File: src/rtl/seq_debug_cmd_initiator.sv
// Debug command initiator: writes parameters and a command code into the sequencer
// mailbox over Avalon-MM, polls CMD_STATUS until done or poll limit, then reports.
module seq_debug_cmd_initiator #(
  parameter logic [31:0] DEBUG_BASE = 32'h000152a4,
  parameter int          NUM_PARAMS = 4,
  parameter int          POLL_GAP   = 16,
  parameter int          POLL_LIMIT = 1024
) (
  input  logic                     avl_clk,
  input  logic                     avl_reset_n,
  input  logic                     cmd_valid,
  output logic                     cmd_ready,
  input  logic [31:0]              cmd_code,
  input  logic [3:0]               cmd_nparams,
  input  logic [32*NUM_PARAMS-1:0] cmd_params,
  output logic                     rsp_valid,
  output logic [31:0]              rsp_status,
  output logic                     rsp_timeout,
  output logic [31:0]              avm_address,
  output logic                     avm_write,
  output logic                     avm_read,
  output logic [31:0]              avm_writedata,
  input  logic                     avm_waitrequest,
  input  logic [31:0]              avm_readdata,
  input  logic                     avm_readdatavalid,
  output logic [3:0]               dbg_state
);

  // Handshake: a command is taken on cmd_valid && cmd_ready; Avalon requests hold
  // address/data/strobes until a cycle with !avm_waitrequest; rsp_valid is a one-cycle pulse.

  typedef enum logic [3:0] {
    S_IDLE      = 4'd0,
    S_WR_PARAM  = 4'd1,
    S_WR_STATUS = 4'd2,
    S_WR_CMD    = 4'd3,
    S_POLL_WAIT = 4'd4,
    S_RD_REQ    = 4'd5,
    S_RD_WAIT   = 4'd6,
    S_WR_CLR    = 4'd7,
    S_DONE      = 4'd8
  } state_t;

  localparam int                GAP_W    = $clog2(POLL_GAP + 1);
  localparam int                LIM_W    = $clog2(POLL_LIMIT + 1);
  localparam logic [GAP_W-1:0]  GAP_LAST = GAP_W'(POLL_GAP - 1);
  localparam logic [GAP_W-1:0]  GAP_MAX  = GAP_W'(POLL_GAP);
  localparam logic [LIM_W-1:0]  LIM_LAST = LIM_W'(POLL_LIMIT - 1);
  localparam logic [LIM_W-1:0]  LIM_MAX  = LIM_W'(POLL_LIMIT);
  localparam logic [3:0]        NP_MAX   = 4'(NUM_PARAMS);
  localparam logic [31:0]       A_REQ    = DEBUG_BASE + 32'h8;
  localparam logic [31:0]       A_STATUS = DEBUG_BASE + 32'hC;
  localparam logic [31:0]       A_PARAM  = DEBUG_BASE + 32'h10;

  state_t                  r_state;
  state_t                  w_next_state;
  logic [31:0]             r_code;
  logic [3:0]              r_nparams;
  logic [3:0]              r_idx;
  logic [32*NUM_PARAMS-1:0] r_params;
  logic [GAP_W-1:0]        r_gap_cnt;
  logic [LIM_W-1:0]        r_poll_cnt;
  logic [31:0]             r_rd_data;
  logic                    r_timeout_pend;
  logic [31:0]             r_rsp_status;
  logic                    r_rsp_timeout;
  logic                    w_accept;
  logic [3:0]              w_np_clamped;

  assign cmd_ready    = (r_state == S_IDLE) && avl_reset_n;
  assign w_accept     = cmd_valid && cmd_ready;
  assign w_np_clamped = (cmd_nparams > NP_MAX) ? NP_MAX : cmd_nparams;
  assign rsp_valid    = (r_state == S_DONE);
  assign rsp_status   = r_rsp_status;
  assign rsp_timeout  = r_rsp_timeout;
  assign dbg_state    = r_state;

  always_ff @(posedge avl_clk or negedge avl_reset_n) begin
    if (!avl_reset_n) r_state <= S_IDLE;
    else              r_state <= w_next_state;
  end

  always_comb begin
    w_next_state = r_state;
    case (r_state)
      S_IDLE:      if (w_accept) w_next_state = (w_np_clamped == 4'd0) ? S_WR_STATUS : S_WR_PARAM;
      S_WR_PARAM:  if (!avm_waitrequest && (r_idx == r_nparams - 4'd1)) w_next_state = S_WR_STATUS;
      S_WR_STATUS: if (!avm_waitrequest) w_next_state = S_WR_CMD;
      S_WR_CMD:    if (!avm_waitrequest) w_next_state = S_POLL_WAIT;
      S_POLL_WAIT: if (r_gap_cnt == GAP_LAST) w_next_state = S_RD_REQ;
      S_RD_REQ:    if (!avm_waitrequest) w_next_state = S_RD_WAIT;
      S_RD_WAIT: begin
        if (avm_readdatavalid) begin
          if (avm_readdata != 32'h0)     w_next_state = S_WR_CLR;
          else if (r_poll_cnt == LIM_LAST) w_next_state = S_WR_CLR;
          else                           w_next_state = S_POLL_WAIT;
        end
      end
      S_WR_CLR:    if (!avm_waitrequest) w_next_state = S_DONE;
      S_DONE:      w_next_state = S_IDLE;
      default:     w_next_state = S_IDLE;
    endcase
  end

  always_comb begin
    avm_address   = 32'h0;
    avm_write     = 1'b0;
    avm_read      = 1'b0;
    avm_writedata = 32'h0;
    case (r_state)
      S_WR_PARAM: begin
        avm_write     = 1'b1;
        avm_address   = A_PARAM + {26'd0, r_idx, 2'b00};
        avm_writedata = r_params[31:0];
      end
      S_WR_STATUS: begin
        avm_write   = 1'b1;
        avm_address = A_STATUS;
      end
      S_WR_CMD: begin
        avm_write     = 1'b1;
        avm_address   = A_REQ;
        avm_writedata = r_code;
      end
      S_RD_REQ: begin
        avm_read    = 1'b1;
        avm_address = A_STATUS;
      end
      S_WR_CLR: begin
        avm_write   = 1'b1;
        avm_address = A_REQ;
      end
      default: ;
    endcase
  end

  // Params shift down as each word is written, so the current word is always bits [31:0].
  always_ff @(posedge avl_clk or negedge avl_reset_n) begin
    if (!avl_reset_n) begin
      r_code         <= 32'h0;
      r_nparams      <= 4'd0;
      r_idx          <= 4'd0;
      r_params       <= '0;
      r_gap_cnt      <= '0;
      r_poll_cnt     <= '0;
      r_rd_data      <= 32'h0;
      r_timeout_pend <= 1'b0;
      r_rsp_status   <= 32'h0;
      r_rsp_timeout  <= 1'b0;
    end else begin
      case (r_state)
        S_IDLE: begin
          if (w_accept) begin
            r_code         <= cmd_code;
            r_nparams      <= w_np_clamped;
            r_params       <= cmd_params;
            r_idx          <= 4'd0;
            r_gap_cnt      <= '0;
            r_poll_cnt     <= '0;
            r_rd_data      <= 32'h0;
            r_timeout_pend <= 1'b0;
          end
        end
        S_WR_PARAM: begin
          if (!avm_waitrequest) begin
            r_idx    <= r_idx + 4'd1;
            r_params <= r_params >> 32;
          end
        end
        S_POLL_WAIT: begin
          if (r_gap_cnt == GAP_LAST)   r_gap_cnt <= '0;
          else if (r_gap_cnt != GAP_MAX) r_gap_cnt <= r_gap_cnt + GAP_W'(1);
        end
        S_RD_WAIT: begin
          if (avm_readdatavalid) begin
            if (avm_readdata != 32'h0) begin
              r_rd_data <= avm_readdata;
            end else begin
              if (r_poll_cnt != LIM_MAX) r_poll_cnt <= r_poll_cnt + LIM_W'(1);
              if (r_poll_cnt == LIM_LAST) begin
                r_timeout_pend <= 1'b1;
                r_rd_data      <= 32'h0;
              end
            end
          end
        end
        // Response registers only change on the way into DONE so they hold between commands.
        S_WR_CLR: begin
          if (!avm_waitrequest) begin
            r_rsp_status  <= r_rd_data;
            r_rsp_timeout <= r_timeout_pend;
          end
        end
        default: ;
      endcase
    end
  end

endmodule

File: config.mk
export PLATFORM = sky130hd
export DESIGN_NAME = seq_debug_cmd_initiator
export DESIGN_NICKNAME = d
export VERILOG_FILES = /design/src/rtl/seq_debug_cmd_initiator.sv
export SDC_FILE = /design/constraint.sdc
export NUM_CORES = 1
export LEC_CHECK = 0
export BUFFER_PORTS_ARGS = -buffer_cell sky130_fd_sc_hd__buf_2
export CAP_MARGIN = 20
export CORE_ASPECT_RATIO = 2
export CORE_MARGIN = 1
export CORE_UTILIZATION = 50
export CTS_CLUSTER_SIZE = 14
export DETAILED_ROUTE_END_ITERATION = 7
export GPL_ROUTABILITY_DRIVEN = 0
export PLACE_DENSITY = 0.76
export SETUP_SLACK_MARGIN = 0.02
export SYNTH_ARGS = -nofsm -noshare
export SYNTH_HDL_FRONTEND = slang
export SYNTH_SLANG_ARGS = --single-unit
File: constraint.sdc
create_clock -name avl_clk -period 5.89 [get_ports avl_clk]
set_input_delay 0.8835 -clock avl_clk [delete_from_list [all_inputs] [get_ports avl_clk]]
set_output_delay 0.8835 -clock avl_clk [all_outputs]
set_load 0.02 [all_outputs]
==> results.yml <==
die:
  fp.coreArea_sq_mm: 0.0226
  dieArea_sq_mm: 0.0237
  row_count: 78
  die_w_um: 109
  ios: 306
  die_h_um: 217
  start_util_pct: 50.9
clock_tree:
  clock-root-buffer: "clkbuf_16"
  cts-hold-fix-buffers: 0
  clkTransAtPathRegs_ns: 0.06
  clockBufferDepth: 3
  cts_setup_buffers: 0
  clock_latency_ns: 0.52
  clock_sinks: 254
  postCtsResizedCells: 0
  cts_tree: "yes"
  h-tree-depth: 1
  numCtsBuffers: 24
logic_synthesis:
  syn_inst: 1070
  synth_edf_count: 0
  synth_most_common_cell: "dfrtp_1"
  yosysUniqueCellTypes: 54
  synth_area_per_cell_sq_um: 10.8
  synth_top_family_by_area: "compound AO/OA/AOI/OAI gates"
  synth-xor-area-share_pct: 0.685
  ys_seq_elements: 254
  synth-adder-area-share_pct: 0.652
  ys_seq_area_share_pct: 55.2
  synth_area_sq_mm: 0.0115
  yosys_warnings: 0
  synth_mux_area_share_pct: 12.3
  synth_top_area_share_pct: 55.2
  async_reset_ff_share_pct: 100
  yosys.area_share.simple_pct: 11.6
  synth_common_cells: "dfrtp_1 (254), nand2_1 (229), o21ai_0 (109)"
  ys.flop_type: "dfrtp_1"
  synth_compound_area_share_pct: 14.7
  synth_area_leader_cell: "dfrtp_1"
  post_synth_main_area_contributors: "dfrtp_1 (55%), mux2i_1 (9.0%), nand2_1 (7.5%), a22o_1 (7.4%), o21ai_0 (4.7%)"
route:
  dr.pass1.iters: 4
  viasPerCell: 5.39
  drc_errors: 0
  wl_per_cell_um: 17.6
  drtIter0Drc: 453
  drt_wl_total_um: 28700
  vias: 8753
  antenna_left: 0
power_and_ir_drop:
  p_leak_nw: 7.04
  p_int_mw: 4.59
  combPwrFrac_pct: 37.0
  p_sw_share_pct: 36.8
  vdd_ir_drop_max_uv: 307
  total_power_mw: 7.26
  p_sw_mw: 2.67
  power_density_mw_per_mm2: 523
  clkPwrFrac_pct: 22.2
  p_seq_share_pct: 40.8
placed_design:
  pre_cts_ws_ns: 2.00
  place.port_buffers: 283
  dp.cells: 1567
  placed_area_sq_mm: 0.0130
  hpwl_um: 20300
timing:
  clock.fmax_mhz: 287
  hold_viol_final: 0
  slew_headroom_pct: 31.9
  fin_tns_setup_ns: 0
  final_max_slew_viol_count: 0
  fin_worst_hold_slack_ns: 0.365
  max_slew.worst_pin.slew_ns: 1.02
  rsz0062_at_grt: "false"
  clock_skew_ns: 0.00752
  setup_viol: 0
  postLayoutSetupSlackWorst_ns: 2.40
  fin_crit_sh_pct: 59.2
  period_minus_slack_ns: 3.49
critical_path:
  end_kind: "output pin"
  path_class: "reg -> out"
  max_stage_delay_ns: 0.57
  cp_slowest_cell: "dfrtp_1"
  crit_required_ns: 5.01
  critPathLaunchType: "flop"
  cp_max_fo: 76
  worstPathArrival_ns: 2.60
  crit_chain: "or2_1, nor2_4, buf_12, o31a_1, buf_2"
hold_path:
  hold_path_class: "in -> async"
cells_and_area:
  final_cells: 1624
  final_area_sq_mm: 0.0139
  drive_gt1_share_pct: 29.0
  fin_util_pct: 61.3
  fin_nets: 1521
  synthToLayoutAreaGrowth_pct: 20.5
grt:
  grt_pass1_vias: 8792
  track_usage_pct: 24.4
  antenna_found_initial: 17
  grt_max_degree: 168
  grt_overflow: 0
  grt_first_pass_wirelength_um: 44700
flow_run:
  maxCapViolCount: 0
outcome:
  status: "completed"
==> placed cells by master (no fill, tap or decap), types with 3 or more instances in the layout <==
cell,count
nand2b_1,10
dfrtp_1,254
xnor2_1,5
ha_1,6
o21a_1,3
clkbuf_8,8
buf_2,282
nor4_1,10
mux2_2,34
clkbuf_1,4
nor4b_1,4
a21oi_1,10
and2_1,3
nand3_1,7
and3_1,3
or3_1,3
xor2_1,4
nand2_1,229
buf_4,10
o21ai_0,109
a31oi_1,3
a22o_1,97
nor3_1,10
nor2_1,16
diode_2,13
mux2i_1,103
clkbuf_16,25
inv_1,8
clkinv_2,4
conb_1,22
==> path summary, 6_finish.rpt <==
| check | slack (ns) | to | from | depth (start not counted) |
|---|---|---|---|---|
| max in group asynchronous | 4.19 | r_code[13] | avl_reset_n | 2 |
| worst min-delay path | 0.36 | rsp_status[6] | avl_reset_n | 1 |
| worst max-delay path | 2.40 | avm_address[6] | dbg_state[3] | 5 |
| worst max register to register | 3.00 | r_params[39] | dbg_state[3] | 4 |
| worst min register to register | 0.47 | r_code[28] | r_code[28] | 2 |
| min in group avl_clk | 0.47 | r_code[28] | r_code[28] | 2 |
==> cell families after synthesis <==
kind of cell | Yosys count
xor+xnor | 9
other cells | 1
flops | 254
compound gates | 244
mux | 137
simple gates | 312
buf+inv | 107
fa+ha+maj | 6
==> worst max-delay path: cells and delay by family (launching register included) <==
kind	cells	cell delay, ns
and+or+nand+nor	2	0.65
buffers and inverters	2	0.57
DFF	1	0.57
AOI/OAI and AO/OA	1	0.25
==> area by class of cell <==
type | instances | area [sq um]
clock buffers | 37 | 751
repair buffers | 296 | 1560
clock inverters | 6 | 80.1
flip-flops and latches | 254 | 6360
multi-input cells | 730 | 4720
diodes | 13 | 32.5
fillers | 1941 | 8770
well taps | 280 | 350
inverters | 8 | 30.0
==> flip-flops by register name, indices dropped and copies added (netlist names) <==
register        flops
r_params          128
r_code             32
r_rd_data          32
rsp_status         32
r_poll_cnt         11
r_gap_cnt           5
dbg_state           4
r_idx               4
r_nparams           4
r_timeout_pend      1
rsp_timeout         1
==> per-layer routing <==
| metal | wire [um] | GRT usage [%] | vias up |
|---|---|---|---|
| met2 | 14500 | 42.1 | 302 |
| met4 | 1190 | 11.6 | 8 |
| met3 | 1950 | 5.59 | 70 |
| li1 | - | - | 4214 |
| met1 | 11000 | 27.9 | 4159 |
| met5 | 53 | 0 | - |
==> power groups by stage <==
stage	clock network (mW)	logic, mW	registers (mW)
2_1_floorplan	0	1.97	2.94
3_3_place_gp	0	2.63	2.95
3_5_place_dp	0	2.71	2.98
4_1_cts	1.65	2.72	2.96
5_1_grt	1.71	2.98	3.06
6_report	1.61	2.69	2.96
(Power assumes the default switching activity.)
